`config.mk`:
```
export PLATFORM = sky130hd
export DESIGN_NAME = spiflash_sequencer_flat
export DESIGN_NICKNAME = d
export VERILOG_FILES = /design/src/rtl/spiflash_pkg.sv /design/src/rtl/spiflash_sequencer_if.sv /design/src/rtl/flctl_byte_xfer.sv /design/src/rtl/spiflash_sequencer.sv /design/src/flat_wrapper.sv
export SDC_FILE = /design/constraint.sdc
export NUM_CORES = 1
export LEC_CHECK = 0
export ABC_AREA = 0
export CORE_MARGIN = 2
export CORE_UTILIZATION = 50
export CTS_BUF_LIST = sky130_fd_sc_hd__clkbuf_16
export DETAILED_ROUTE_END_ITERATION = 8
export PLACE_DENSITY = 0.95
export SLEW_MARGIN = 15
export SYNTH_ARGS = -nofsm -noshare
export SYNTH_HDL_FRONTEND = slang
export SYNTH_SLANG_ARGS = --single-unit
```
`constraint.sdc`:
```
create_clock -name i_clk -period 3.35 [get_ports i_clk]
set_input_delay 0.8375 -clock i_clk [delete_from_list [all_inputs] [get_ports i_clk]]
set_output_delay 0.8375 -clock i_clk [all_outputs]
set_load 0.01 [all_outputs]
```
`src/rtl/spiflash_pkg.sv`:
```
// Shared types and constants for the SPI flash command sequencer.
package spiflash_pkg;

   localparam int unsigned WB_DW  = 32;
   localparam int unsigned FL_AW  = 23;
   localparam logic [FL_AW-1:0] FL_CTRL_ADDR = 23'h400000;

   typedef enum logic [3:0] {
      S_IDLE = 4'd0,
      S_REL0 = 4'd1,
      S_WEN  = 4'd2,
      S_WREL = 4'd3,
      S_OP   = 4'd4,
      S_ADR  = 4'd5,
      S_DAT  = 4'd6,
      S_OREL = 4'd7,
      S_RDSR = 4'd8,
      S_STAT = 4'd9,
      S_SREL = 4'd10
   } state_t;

   typedef enum logic [1:0] {
      X_IDLE = 2'd0,
      X_REQ  = 2'd1,
      X_WAIT = 2'd2
   } xstate_t;

   localparam logic [7:0] OPC_WREN = 8'h06;
   localparam logic [7:0] OPC_PP   = 8'h02;
   localparam logic [7:0] OPC_SE   = 8'h20;
   localparam logic [7:0] OPC_RDSR = 8'h05;

   localparam logic [1:0] REG_CTRL = 2'd0;
   localparam logic [1:0] REG_ADDR = 2'd1;
   localparam logic [1:0] REG_DATA = 2'd2;
   localparam logic [1:0] REG_RSVD = 2'd3;

   localparam logic [1:0] CMD_PROG  = 2'b01;
   localparam logic [1:0] CMD_ERASE = 2'b10;

   // Control-port write word: chip select and one SPI byte.
   typedef struct packed {
      logic [22:0] pad;
      logic        cs_n;
      logic [7:0]  dat;
   } fl_word_t;

   function automatic fl_word_t fl_word(input logic cs_n, input logic [7:0] b);
      fl_word_t w;
      w      = '0;
      w.cs_n = cs_n;
      w.dat  = b;
      return w;
   endfunction

endpackage

```
`src/rtl/spiflash_sequencer_if.sv`:
```
// Bus interfaces: CPU-side slave bus and flash control-port master bus.
interface spiflash_wb_if;
   logic        cyc;
   logic        stb;
   logic        we;
   logic [1:0]  addr;
   logic [31:0] wdata;
   logic        stall;
   logic        ack;
   logic [31:0] rdata;

   modport master (output cyc, stb, we, addr, wdata, input stall, ack, rdata);
   modport slave  (input cyc, stb, we, addr, wdata, output stall, ack, rdata);
endinterface

interface spiflash_fl_if;
   logic        cyc;
   logic        stb;
   logic        we;
   logic [22:0] addr;
   logic [31:0] wdata;
   logic        stall;
   logic        ack;
   logic [31:0] rdata;

   modport master (output cyc, stb, we, addr, wdata, input stall, ack, rdata);
   modport slave  (input cyc, stb, we, addr, wdata, output stall, ack, rdata);
endinterface

```
`src/rtl/flctl_byte_xfer.sv`:
```
// Single-byte pipelined bus write to the flash control port; done_c_o pulses
// combinationally in the cycle the ack is presented.
module flctl_byte_xfer
   import spiflash_pkg::*;
(
   input  logic        clk_i,
   input  logic        rst_n_i,
   input  logic        start_i,
   input  logic        cs_n_i,
   input  logic [7:0]  byte_i,
   input  logic        fl_stall_i,
   input  logic        fl_ack_i,
   input  logic [31:0] fl_rdata_i,
   output logic        fl_cyc_o,
   output logic        fl_stb_o,
   output logic [31:0] fl_data_o,
   output logic        done_c_o,
   output logic [7:0]  rxbyte_c_o
);

   xstate_t  state_q, state_d;
   logic     cyc_q, cyc_d;
   logic     stb_q, stb_d;
   fl_word_t word_q, word_d;

   logic unused_rdata;
   assign unused_rdata = ^fl_rdata_i[31:8];

   always_ff @(posedge clk_i or negedge rst_n_i) begin
      if (!rst_n_i) begin
         state_q <= X_IDLE;
         cyc_q   <= 1'b0;
         stb_q   <= 1'b0;
         word_q  <= '0;
      end else begin
         state_q <= state_d;
         cyc_q   <= cyc_d;
         stb_q   <= stb_d;
         word_q  <= word_d;
      end
   end

   // Acks are only honoured once the strobe has been accepted.
   always_comb begin
      state_d = state_q;
      cyc_d   = cyc_q;
      stb_d   = stb_q;
      word_d  = word_q;
      case (state_q)
         X_IDLE: if (start_i) begin
            cyc_d   = 1'b1;
            stb_d   = 1'b1;
            word_d  = fl_word(cs_n_i, byte_i);
            state_d = X_REQ;
         end
         X_REQ: if (!fl_stall_i) begin
            stb_d   = 1'b0;
            state_d = X_WAIT;
         end
         X_WAIT: if (fl_ack_i) begin
            cyc_d   = 1'b0;
            state_d = X_IDLE;
         end
         default: state_d = X_IDLE;
      endcase
   end

   assign fl_cyc_o   = cyc_q;
   assign fl_stb_o   = stb_q;
   assign fl_data_o  = word_q;
   assign done_c_o   = (state_q == X_WAIT) && fl_ack_i;
   assign rxbyte_c_o = fl_rdata_i[7:0];

endmodule

```
`src/rtl/spiflash_sequencer.sv`:
```
// SPI flash program/erase command engine behind a CPU slave bus.
// Optional bounded status polling: define SPIFLASH_POLL_TIMEOUT_EN.
module spiflash_sequencer
   import spiflash_pkg::*;
#(
   parameter int unsigned LGPOLL = 24
) (
   input  logic          i_clk,
   input  logic          i_reset_n,
   spiflash_wb_if.slave  wb,
   spiflash_fl_if.master fl
);

   state_t      state_q, state_d;
   logic        busy_q, busy_d;
   logic        err_q, err_d;
   logic        prog_q, prog_d;
   logic [1:0]  cnt_q, cnt_d;
   logic        pend_q, pend_d;
   logic        start_q, start_d;
   logic        cs_n_q, cs_n_d;
   logic [7:0]  tx_byte_q, tx_byte_d;
   logic [23:0] addr_q, addr_d;
   logic [31:0] data_q, data_d;
   logic        ack_q, ack_d;
   logic [31:0] rdata_q, rdata_d;

   logic        xfer_done;
   logic [7:0]  xfer_rx;
   logic [23:0] seq_addr;

`ifdef SPIFLASH_POLL_TIMEOUT_EN
   localparam logic [LGPOLL-1:0] POLL_LAST = {{(LGPOLL-1){1'b1}}, 1'b0};
   logic [LGPOLL-1:0] poll_q, poll_d;

   always_ff @(posedge i_clk or negedge i_reset_n) begin
      if (!i_reset_n) poll_q <= '0;
      else            poll_q <= poll_d;
   end
`else
   logic unused_lgpoll;
   assign unused_lgpoll = (LGPOLL == 0);
`endif

   logic unused_rx;
   assign unused_rx = ^xfer_rx[7:1];

   // Erase targets the enclosing 4KB sector.
   assign seq_addr = prog_q ? addr_q : {addr_q[23:12], 12'h000};

   always_ff @(posedge i_clk or negedge i_reset_n) begin
      if (!i_reset_n) begin
         state_q   <= S_IDLE;
         busy_q    <= 1'b0;
         err_q     <= 1'b0;
         prog_q    <= 1'b0;
         cnt_q     <= 2'd0;
         pend_q    <= 1'b0;
         start_q   <= 1'b0;
         cs_n_q    <= 1'b0;
         tx_byte_q <= 8'h00;
         addr_q    <= '0;
         data_q    <= '0;
         ack_q     <= 1'b0;
         rdata_q   <= '0;
      end else begin
         state_q   <= state_d;
         busy_q    <= busy_d;
         err_q     <= err_d;
         prog_q    <= prog_d;
         cnt_q     <= cnt_d;
         pend_q    <= pend_d;
         start_q   <= start_d;
         cs_n_q    <= cs_n_d;
         tx_byte_q <= tx_byte_d;
         addr_q    <= addr_d;
         data_q    <= data_d;
         ack_q     <= ack_d;
         rdata_q   <= rdata_d;
      end
   end

   always_comb begin
      state_d   = state_q;
      busy_d    = busy_q;
      err_d     = err_q;
      prog_d    = prog_q;
      cnt_d     = cnt_q;
      pend_d    = pend_q;
      start_d   = 1'b0;
      cs_n_d    = cs_n_q;
      tx_byte_d = tx_byte_q;
      addr_d    = addr_q;
      data_d    = data_q;
      ack_d     = wb.cyc & wb.stb;
      rdata_d   = '0;
`ifdef SPIFLASH_POLL_TIMEOUT_EN
      poll_d    = poll_q;
`endif

      if (wb.cyc && wb.stb && !wb.we) begin
         case (wb.addr)
            REG_CTRL: rdata_d = {busy_q, err_q, 26'h0, state_q};
            REG_ADDR: rdata_d = {8'h00, addr_q};
            REG_DATA: rdata_d = data_q;
            default:  rdata_d = '0;
         endcase
      end

      // Register writes are rejected while a sequence runs.
      if (wb.cyc && wb.stb && wb.we) begin
         if (busy_q) begin
            err_d = 1'b1;
         end else begin
            case (wb.addr)
               REG_CTRL: if (wb.wdata[1:0] == CMD_PROG || wb.wdata[1:0] == CMD_ERASE) begin
                  prog_d  = (wb.wdata[1:0] == CMD_PROG);
                  err_d   = 1'b0;
                  busy_d  = 1'b1;
                  state_d = S_REL0;
                  cnt_d   = 2'd0;
                  pend_d  = 1'b0;
               end
               REG_ADDR: addr_d = wb.wdata[23:0];
               REG_DATA: data_d = wb.wdata;
               default: ;
            endcase
         end
      end

      // Each state issues one transfer, then advances on its completion.
      if (state_q != S_IDLE) begin
         if (!pend_q) begin
            start_d   = 1'b1;
            pend_d    = 1'b1;
            cs_n_d    = 1'b0;
            tx_byte_d = 8'h00;
            case (state_q)
               S_REL0, S_WREL, S_OREL, S_SREL: cs_n_d = 1'b1;
               S_WEN:  tx_byte_d = OPC_WREN;
               S_OP:   tx_byte_d = prog_q ? OPC_PP : OPC_SE;
               S_ADR: case (cnt_q)
                  2'd0:    tx_byte_d = seq_addr[23:16];
                  2'd1:    tx_byte_d = seq_addr[15:8];
                  default: tx_byte_d = seq_addr[7:0];
               endcase
               S_DAT: case (cnt_q)
                  2'd0:    tx_byte_d = data_q[31:24];
                  2'd1:    tx_byte_d = data_q[23:16];
                  2'd2:    tx_byte_d = data_q[15:8];
                  default: tx_byte_d = data_q[7:0];
               endcase
               S_RDSR: tx_byte_d = OPC_RDSR;
               default: ;
            endcase
         end else if (xfer_done) begin
            pend_d = 1'b0;
            case (state_q)
               S_REL0: state_d = S_WEN;
               S_WEN:  state_d = S_WREL;
               S_WREL: state_d = S_OP;
               S_OP: begin
                  state_d = S_ADR;
                  cnt_d   = 2'd0;
               end
               S_ADR: if (cnt_q == 2'd2) begin
                  cnt_d   = 2'd0;
                  state_d = prog_q ? S_DAT : S_OREL;
               end else begin
                  cnt_d = cnt_q + 2'd1;
               end
               S_DAT: if (cnt_q == 2'd3) begin
                  cnt_d   = 2'd0;
                  state_d = S_OREL;
               end else begin
                  cnt_d = cnt_q + 2'd1;
               end
               S_OREL: begin
                  state_d = S_RDSR;
`ifdef SPIFLASH_POLL_TIMEOUT_EN
                  poll_d  = '0;
`endif
               end
               S_RDSR: state_d = S_STAT;
               S_STAT: if (xfer_rx[0]) begin
`ifdef SPIFLASH_POLL_TIMEOUT_EN
                  if (poll_q == POLL_LAST) begin
                     err_d   = 1'b1;
                     state_d = S_SREL;
                  end else begin
                     poll_d = poll_q + LGPOLL'(1);
                  end
`endif
               end else begin
                  state_d = S_SREL;
               end
               S_SREL: begin
                  state_d = S_IDLE;
                  busy_d  = 1'b0;
               end
               default: state_d = S_IDLE;
            endcase
         end
      end
   end

   flctl_byte_xfer u_xfer (
      .clk_i      (i_clk),
      .rst_n_i    (i_reset_n),
      .start_i    (start_q),
      .cs_n_i     (cs_n_q),
      .byte_i     (tx_byte_q),
      .fl_stall_i (fl.stall),
      .fl_ack_i   (fl.ack),
      .fl_rdata_i (fl.rdata),
      .fl_cyc_o   (fl.cyc),
      .fl_stb_o   (fl.stb),
      .fl_data_o  (fl.wdata),
      .done_c_o   (xfer_done),
      .rxbyte_c_o (xfer_rx)
   );

   assign fl.we    = 1'b1;
   assign fl.addr  = FL_CTRL_ADDR;
   assign wb.stall = 1'b0;
   assign wb.ack   = ack_q;
   assign wb.rdata = rdata_q;

endmodule
```
`src/flat_wrapper.sv`:
```
// flat-port wrapper written by rule: the top's interface ports become plain ports
module spiflash_sequencer_flat import spiflash_pkg::*;
#(
   parameter int unsigned LGPOLL = 24
)
  (i_clk, i_reset_n, wb_cyc, wb_stb, wb_we, wb_addr, wb_wdata, wb_stall, wb_ack, wb_rdata, fl_cyc, fl_stb, fl_we, fl_addr, fl_wdata, fl_stall, fl_ack, fl_rdata);
  spiflash_wb_if wb_i ();
  spiflash_fl_if fl_i ();
  input  logic i_clk;
  input  logic i_reset_n;
  input wire logic [$bits(wb_i.cyc)-1:0] wb_cyc;
  input wire logic [$bits(wb_i.stb)-1:0] wb_stb;
  input wire logic [$bits(wb_i.we)-1:0] wb_we;
  input wire logic [$bits(wb_i.addr)-1:0] wb_addr;
  input wire logic [$bits(wb_i.wdata)-1:0] wb_wdata;
  output wire logic [$bits(wb_i.stall)-1:0] wb_stall;
  output wire logic [$bits(wb_i.ack)-1:0] wb_ack;
  output wire logic [$bits(wb_i.rdata)-1:0] wb_rdata;
  output wire logic [$bits(fl_i.cyc)-1:0] fl_cyc;
  output wire logic [$bits(fl_i.stb)-1:0] fl_stb;
  output wire logic [$bits(fl_i.we)-1:0] fl_we;
  output wire logic [$bits(fl_i.addr)-1:0] fl_addr;
  output wire logic [$bits(fl_i.wdata)-1:0] fl_wdata;
  input wire logic [$bits(fl_i.stall)-1:0] fl_stall;
  input wire logic [$bits(fl_i.ack)-1:0] fl_ack;
  input wire logic [$bits(fl_i.rdata)-1:0] fl_rdata;
  assign wb_i.cyc = wb_cyc;
  assign wb_i.stb = wb_stb;
  assign wb_i.we = wb_we;
  assign wb_i.addr = wb_addr;
  assign wb_i.wdata = wb_wdata;
  assign wb_stall = wb_i.stall;
  assign wb_ack = wb_i.ack;
  assign wb_rdata = wb_i.rdata;
  assign fl_cyc = fl_i.cyc;
  assign fl_stb = fl_i.stb;
  assign fl_we = fl_i.we;
  assign fl_addr = fl_i.addr;
  assign fl_wdata = fl_i.wdata;
  assign fl_i.stall = fl_stall;
  assign fl_i.ack = fl_ack;
  assign fl_i.rdata = fl_rdata;
  spiflash_sequencer #(.LGPOLL(LGPOLL)) u_core (.i_clk(i_clk), .i_reset_n(i_reset_n), .wb(wb_i), .fl(fl_i));
endmodule
```
== Word-level counts from Yosys, hierarchy flattened ==
Index checks and enable logic that the tools add are counted.
Word-level totals
  output and inout bits: 92
  word-level logic and storage cells: 127
  register bits: 122
Operators by class
  equal/unequal tests: 22
  reductions and logical operators: 24
  multiplexer cells: 59
  $add $sub $neg: 1
  bitwise gates (word level): 3
Operators with widths (count)
  $pmux W32 S3: 1
  $mux W4: 10
  $pmux W8 S5: 1
  $pmux W4 S9: 1
  $mux W32: 1
  $mux W1: 25
  $mux W2: 12
  $pmux W8 S3: 1
  $reduce_and A3 Y1: 6
  $eq A4 B3 Y1 const B: 4
  $pmux W8 S2: 1
  $eq A4 B4 Y1 const B: 3
  $mux W12: 1
  $pmux W2 S3: 2
  $eq A2 B2 Y1 const B: 5
  $eq A2 B1 Y1 const B: 4
  $eq A4 B2 Y1 const B: 2
  $reduce_bool A2 Y1: 4
  $logic_not A2 Y1: 3
  $mux W6: 1
  $eq A4 B1 Y1 const B: 1
  $logic_and A1 B1 Y1: 4
  $ne A2 B2 Y1 const B: 2
  $pmux W1 S2: 2
  10 further kinds: 12

== Depth between registers and ports, before layout ==
Gate-level depths: netlist (run 1).
  depth after elaboration: 11
  gate-level depth with buffers: 8
  mapped depth without buffers: 6

== Modules after synthesis ==
From an unflattened synthesis (run 1), not the netlist that was laid out.
Unflattened totals
  cells, all modules: 534
  area, all modules: 5980.7 um2
By module, submodules not included
  spiflash_sequencer: seq. area each 2727.6 um2, cells an instance 464, area an instance 5182.5 um2, times used 1
  flctl_byte_xfer: seq. area each 325.3 um2, cells an instance 70, area an instance 798.3 um2, times used 1

== Worst setup path after synthesis (run 1) ==
OpenSTA, ideal clock, no wires.
  path kind: input to register
  start point: input port wb_addr[0]
  end point: register u_core.data_q[11]
  cell stages on the path: 6
  slack: 1174 ps
  data arrival time: 2051 ps
  buffers on the path: 3
  required time: 3225 ps
  cells stage by stage: buf_6 and2b_1 buf_6 nor3b_4 buf_6 mux2_2
Between the ends
  word-level cells in the longest chain between the ends: 2
Ends and longest elaborated chain
  from (decl): line flat_wrapper.sv:14  | input wire logic [$bits(wb_i.addr)-1:0] wb_addr;
  $eq A2 B2 Y1: line spiflash_sequencer.sv:115  | case (wb.addr)
  $reduce_and A3 Y1 (no source line)
  to (signal assigned): line spiflash_sequencer.sv:77  | data_q <= data_d;
  to (decl): line spiflash_sequencer.sv:24  | logic [31:0] data_q, data_d;
Every way passes these cells.
A chain may end at the register's enable or synchronous reset.

== Worst setup path after layout (run 1) ==
  start point: input port wb_wdata[1]
  end point: register u_core.state_q[2]
Between the ends
  word-level cells in the longest chain between the ends: 11
Ends and longest elaborated chain
  from (decl): line flat_wrapper.sv:15  | input wire logic [$bits(wb_i.wdata)-1:0] wb_wdata;
  $eq A2 B1 Y1 / $eq A2 B2 Y1 (equally long branches): line spiflash_sequencer.sv:116  | REG_CTRL: if (wb.wdata[1:0] == CMD_PROG || wb.wdata[1:0] == CMD_ERASE) begin
  $logic_or A1 B1 Y1 *: line spiflash_sequencer.sv:116
  $mux W4 *: line spiflash_sequencer.sv:116
  $mux W4 *: line spiflash_sequencer.sv:115
  $mux W4 *: line spiflash_sequencer.sv:112  | if (busy_q) begin
  $mux W4 *: line spiflash_sequencer.sv:111  | if (wb.cyc && wb.stb && wb.we) begin
  $mux W4, on equally long branches: line spiflash_sequencer.sv:185, spiflash_sequencer.sv:166, spiflash_sequencer.sv:172
  $pmux W4 S9: line spiflash_sequencer.sv:158  | case (state_q)
  $mux W4: line spiflash_sequencer.sv:156  | end else if (xfer_done) begin
  $mux W4: line spiflash_sequencer.sv:133  | if (!pend_q) begin
  $mux W4 *: line spiflash_sequencer.sv:132  | if (state_q != S_IDLE) begin
  named net u_core.state_d[2]: line spiflash_sequencer.sv:14  | state_t state_q, state_d;
  to (signal assigned): line spiflash_sequencer.sv:67  | state_q <= state_d;
  to (decl): line spiflash_sequencer.sv:14
Mark *: on every way through the listed nets, which the timed path passes. The rest lies on a longest branch.

==> impl_metrics.csv, run 1 <==
group,metric,value,unit
yosys,synthArstFlopShare,1.000,
power,p_leak,3.271,nW
sta,period_share,0.7864,
yosys,ys_types,60,
detailed_routing,drt_pass1_iterations,6,
setup_path,slowest_stage,"clkdlybuf4s50_1",
die,die_x,113.9,um
sta,setup-tns-final,0,ns
die,die_h,113.9,um
place,gp_congestion,0.9118,
cells_and_area,nets,675,
sta,rsz0062_at_grt,"false",
cells_and_area,diodes,0,
setup_path,crit_chain,"clkdlybuf4s50_1 > inv_1 > ha_1 > nor3_1 > nand4_1 > a22oi_1 > o32ai_1",
cells_and_area,multiInputGateArea,2522,um^2
clocking,cts.htree.levels,4,
clocking,cts.repair.resized,0,
setup_path,startpoint_type,"input pin",
cells_and_area,regArea,3053,um^2
clocking,postCtsHoldBufs,0,
die,ios,165,
place,dp_hpwl,9.735,mm
sta,fin_crit,2.634,ns
clocking,path_clk_slew,0.06,ns
cells_and_area,final_layout_size_suffix_gt1_frac,0.1574,
global_routing,grt_pass1_vias,4292,
clocking,clkSinkCount,122,
clocking,numCtsBuffers,17,
clocking,cts_tree,"built",
sta,slew_viol_final,0,
setup_path,critical_path_class,"in2reg",
yosys,seq_area_frac_synth,0.5059,
sta,fmax,379.6,MHz
sta,whs,0.4926,ns
yosys,syn_area,6035,um^2
place,post-place-ws,0.4293,ns
yosys,yosys_register_bits,122,
place,numPortBuffers,85,
setup_path,cp_top_family,"simple AND/OR/NAND/NOR gates",
sta,maxSlewHeadroom,0.4173,
cells_and_area,final_util,0.6195,
sta,setup_slack,0.7157,ns
global_routing,grt_pass1_wl,23.25,mm
die,start_util,0.5066,
yosys,syn-instance-count,527,
detailed_routing,viasPerCell,5.802,
clocking,clk_latency,0.41,ns
setup_path,cp.arrival,2.89,ns
clocking,post_cts_buffers,0,
global_routing,grt.total_usage,0.2315,
cells_and_area,nFillCells,907,
yosys,yosys_warnings,0,
setup_path,path_max_fanout,8,
sta,worst_pin_slew,0.8604,ns
detailed_routing,drt_iter0_drc,473,
die,core_region_area,11910,um^2
global_routing,overflow,0,
yosys,ys.flop_type,"dfrtp_1",
die,die_area,12960,um^2
sta,finalClockSkew,0.009150,ns
yosys,synth_area_per_cell,11.45,um^2
outcome,outcome,"complete, no violations",
global_routing,grt_max_degree,67,
sta,setup_viol,0,
global_routing,grt_antenna_before_repair,0,
die,rows,40,
detailed_routing,ant_nets,0,
setup_path,required,3.61,ns
clocking,clk_path_buf_depth,2,
yosys,synth-edff-count,0,
job,max_cap_violations,0,
power,powerDensity,662.5,nW/um^2
detailed_routing,route.vias.total,4392,
setup_path,cp-end-kind,"flip-flop",
detailed_routing,drcViolationCount,0,
cells_and_area,stdcell_count,757,
detailed_routing,post_drt_wl_per_cell,19.05,um
hold_path,hold_path.class,"in2async",
place,post-place-cells,725,
setup_path,crit_buf_inv,2,
clocking,clock_tree.root_cell,"clkbuf_16",
detailed_routing,drt-total-wl,14.42,mm
cells_and_area,area_growth,22.29,%
power,ir_worst_vdd,0.0003473,V
setup_path,cp_slowest_stage_delay,0.53,ns
sta,hold_violations,0,
-- cells in the final DEF, fill, tap and decap left out, types with 15 or more instances in the layout --
cell,synthesis,routed
inv_1,13,15
dfrtp_1,122,122
clkbuf_16,0,17
nor2_1,38,38
conb_1,2,48
nand2_1,15,15
mux2_2,52,52
clkdlybuf4s50_1,0,84
a21oi_1,18,18
a22oi_1,26,26
o21ai_0,16,16
-- sequential cells by signal (all words and copies together), names as in the netlist, 2 cells and up --
| signal | flops |
|---|---|
| u_core.tx_byte_q | 8 |
| u_core.u_xfer.state_q | 2 |
| u_core.cnt_q | 2 |
| u_core.addr_q | 24 |
| u_core.wb.rdata | 32 |
| u_core.state_q | 4 |
| u_core.u_xfer.fl_data_o | 9 |
| u_core.data_q | 32 |
-- metal layers --
layer / global-route usage / vias up / share of wire
met2: 0.3605 / 247 / 0.48
li1: - / 1952 / -
met4: 0.1008 / 0 / 0.033
met5: 0 / - / 0
met1: 0.3136 / 2156 / 0.41
met3: 0.05260 / 37 / 0.070
-- worst paths after layout --
check	startpoint	end	slack (ns)	depth (start not counted)
max	wb_wdata[1]	u_core.state_q[2]	0.72	7
min	i_reset_n	u_core.u_xfer.fl_cyc_o	0.49	1
max reg2reg	u_core.cnt_q[0]	u_core.tx_byte_q[7]	1.01	6
min reg2reg	u_core.tx_byte_q[1]	u_core.tx_byte_q[1]	0.50	2
max in group asynchronous	i_reset_n	u_core.addr_q[21]	2.07	2
min in group i_clk	u_core.tx_byte_q[1]	u_core.tx_byte_q[1]	0.50	2
-- area by class of cell --
class / instances / share of cell area
clock buffers: 17 / 0.05765
inverters: 13 / 0.006612
multi-input cells: 351 / 0.3418
flip-flops and latches: 122 / 0.4137
clock inverters: 15 / 0.02815
well taps: 147 / 0.02492
repair buffers: 92 / 0.1272
-- cell families (layout without fill, tap and decap cells) --
group	after synthesis	count (layout)	share of synthesized area
mux	74	74	0.1364
buf+inv	100	137	0.1055
fa+ha+maj	5	5	0.01037
compound gates	115	115	0.1385
other cells	2	48	0.001245
simple gates	108	108	0.1006
xor+xnor	1	1	0.001452
flops	122	122	0.5059
-- report_power, final --
group | total, mW | internal (mW) | leakage [nW] | switching (mW)
registers | 2.11 | 1.75 | 1.59 | 0.357
logic | 0.836 | 0.447 | 1.37 | 0.388
clock network | 1.95 | 1.31 | 0.310 | 0.639
-- synthesized netlist by cell type (3+ instances only) --
master | count | area [um^2]
o2bb2ai_1 | 5 | 43.79
a211o_1 | 4 | 35.03
ha_1 | 5 | 62.56
o22ai_1 | 4 | 25.02
nand2_1 | 15 | 56.30
buf_1 | 4 | 15.01
and3_1 | 7 | 43.79
nor2b_1 | 14 | 87.58
mux2_1 | 14 | 157.7
dfrtp_1 | 122 | 3053
nor2_1 | 38 | 142.6
nor3b_1 | 4 | 30.03
buf_4 | 50 | 375.4
a21oi_1 | 18 | 90.09
buf_2 | 11 | 55.05
inv_1 | 13 | 48.80
a22oi_1 | 26 | 195.2
nand2b_1 | 6 | 37.54
a222oi_1 | 11 | 110.1
nor4_1 | 4 | 25.02
a211oi_1 | 3 | 22.52
clkbuf_1 | 14 | 52.55
a22o_1 | 8 | 70.07
buf_6 | 8 | 90.09
mux2_2 | 52 | 585.6
nor3_1 | 4 | 20.02
o21ai_0 | 16 | 80.08
mux2i_1 | 8 | 80.08
-- through the flow --
step	instance area, um^2	power [mW]
floorplan	6207	2.626
detailed placement	6741	2.927
CTS	7375	4.888
finish	7380	4.889
global placement	6741	2.858
global route	7380	5.100
Power figures use the tool's default switching activity.
==> inputs of run 2 (changes only) <==
Settings changed: CORE_UTILIZATION 50 to 44, PLACE_DENSITY 0.95 to 0.89.
Clock period 3.35 ns to 2.4 ns, I/O delays scaled along.
==> impl_metrics.csv, run 2 (synthesis gave the netlist of run 1 again) <==
group,metric,value,unit
cells_and_area,regArea,3053,um^2
detailed_routing,drt-total-wl,15.70,mm
sta,rsz0062_at_grt,"false",
die,die_area,14670,um^2
global_routing,grt_pass1_wl,24.63,mm
sta,setup-tns-final,0,ns
clocking,postCtsHoldBufs,0,
cells_and_area,layout_commonest_cell,"dfrtp_1",
sta,worst_pin_slew,0.8407,ns
clocking,cts.htree.levels,4,
place,dp_hpwl,10.73,mm
hold_path,hold_path.class,"in2async",
detailed_routing,viasPerCell,5.625,
job,max_cap_violations,0,
sta,period_share,0.9170,
global_routing,overflow,0,
detailed_routing,post_drt_wl_per_cell,19.50,um
cells_and_area,final_cell_mix,"dfrtp_1, clkdlybuf4s50_1, mux2_2",
global_routing,grt_antenna_before_repair,0,
die,rows,42,
detailed_routing,drcViolationCount,0,
cells_and_area,final_layout_size_suffix_gt1_frac,0.1844,
place,numPortBuffers,85,
sta,fmax,454.4,MHz
clocking,clock_tree.root_cell,"clkbuf_16",
cells_and_area,nets,694,
outcome,outcome,"complete, no violations",
cells_and_area,area_growth,23.93,%
sta,maxSlewHeadroom,0.4307,
place,post-place-ws,-0.02527,ns
setup_path,required,2.72,ns
setup_path,r2r_end,"u_core.tx_byte_q[7]",
power,ir_worst_vdd,0.0005525,V
cells_and_area,multiInputGateArea,2522,um^2
place,gp_congestion,0.8726,
die,die_x,121.1,um
detailed_routing,ant_nets,0,
global_routing,grt_pass1_vias,4594,
setup_path,critical_path_class,"reg2reg",
die,die_h,121.1,um
die,ios,165,
setup_path,r2r_cells,7,
cells_and_area,nFillCells,1098,
clocking,numCtsBuffers,17,
sta,setup_viol,0,
sta,finalClockSkew,0.007243,ns
setup_path,startpoint_type,"flip-flop",
clocking,post_cts_buffers,0,
power,p_leak,3.321,nW
setup_path,cp.arrival,2.52,ns
clocking,clk_path_buf_depth,2,
clocking,cts_tree,"built",
detailed_routing,route.vias.total,4528,
clocking,clk_latency,0.43,ns
sta,hold_violations,0,
setup_path,path_max_fanout,13,
detailed_routing,drt_pass1_iterations,7,
sta,fin_crit,2.201,ns
setup_path,r2r_start,"u_core.cnt_q[0]",
sta,slew_viol_final,0,
cells_and_area,diodes,0,
die,core_region_area,13300,um^2
clocking,clkSinkCount,122,
global_routing,grt.total_usage,0.2230,
clocking,cts.repair.resized,0,
place,placed_cell_area,6920,um^2
sta,setup_slack,0.1992,ns
detailed_routing,drt_iter0_drc,461,
clocking,path_clk_slew,0.06,ns
setup_path,rrSetupSlack,0.20,ns
global_routing,grt_max_degree,123,
cells_and_area,fin_area,7478,um^2
setup_path,cp-end-kind,"flip-flop",
power,powerDensity,875.8,nW/um^2
die,start_util,0.4539,
[run 2: changes by cell type in the layout (fill, tap and decap cells not counted)]
cell       delta
inv_1         -1
buf_4        +19
bufinv_16     -4
clkinv_4      +2
inv_6         +3
[run 2: how the worst max path moves through the flow]
stage,from,end,slack [ns],cells past startpoint
3_3_place_gp,wb_wdata[1],u_core.state_q[2],0.03,8
3_5_place_dp,wb_wdata[1],u_core.state_q[2],-0.03,8
2_1_floorplan,wb_addr[0],u_core.data_q[11],0.46,6
4_1_cts,u_core.cnt_q[0],u_core.tx_byte_q[5],0.12,6
5_1_grt,u_core.cnt_q[0],u_core.tx_byte_q[7],0.13,7
6_report,u_core.cnt_q[0],u_core.tx_byte_q[7],0.20,7
[run 2: per-stage QoR]
stage / util / cells / power [mW] / hold slack [ns]
after floorplan: - / 573 / 3.665 / 0.3044
after global placement: 0.5205 / 773 / 4.055 / 0.4836
after detailed placement: 0.5205 / 773 / 4.143 / 0.4849
after CTS: 0.5621 / 805 / 6.560 / 0.3001
after global routing: 0.5625 / 805 / 6.844 / 0.3288
final: 0.5625 / 805 / 6.550 / 0.2420
[run 2: per-layer routing]
| metal | vias up | global-route usage | share of wire | wire length, um |
|---|---|---|---|---|
| met5 | - | 0 | 0 | 0 |
| met4 | 0 | 0.1017 | 0.031 | 482 |
| met3 | 44 | 0.05639 | 0.069 | 1083 |
| met2 | 220 | 0.3739 | 0.52 | 8206 |
| met1 | 2284 | 0.2698 | 0.38 | 5928 |
| li1 | 1980 | - | - | - |
[run 2: power by group]
group / total, mW / leakage (nW) / internal (mW) / switching (mW)
Sequential: 2.90 / 1.59 / 2.44 / 0.454
Clock: 2.40 / 0.270 / 1.42 / 0.978
Combinational: 1.25 / 1.46 / 0.658 / 0.596
Total: 6.55 / 3.32 / 4.52 / 2.03
[run 2: cell type report]
type / instances / share of cell area
tap: 176 / 0.02945
clock inverter: 15 / 0.01707
timing repair buffer: 111 / 0.1446
sequential: 122 / 0.4082
clock buffer: 17 / 0.05688
inverter: 13 / 0.006525
multi-input combinational: 351 / 0.3373
[run 2: critical path, cell delays in order, from the launching register on]
cell      delay [ns]
dfrtp_1         0.41
inv_1           0.10
ha_1            0.41
buf_4           0.26
a222oi_1        0.41
a211o_1         0.18
o21ai_0         0.10
a22o_1          0.22
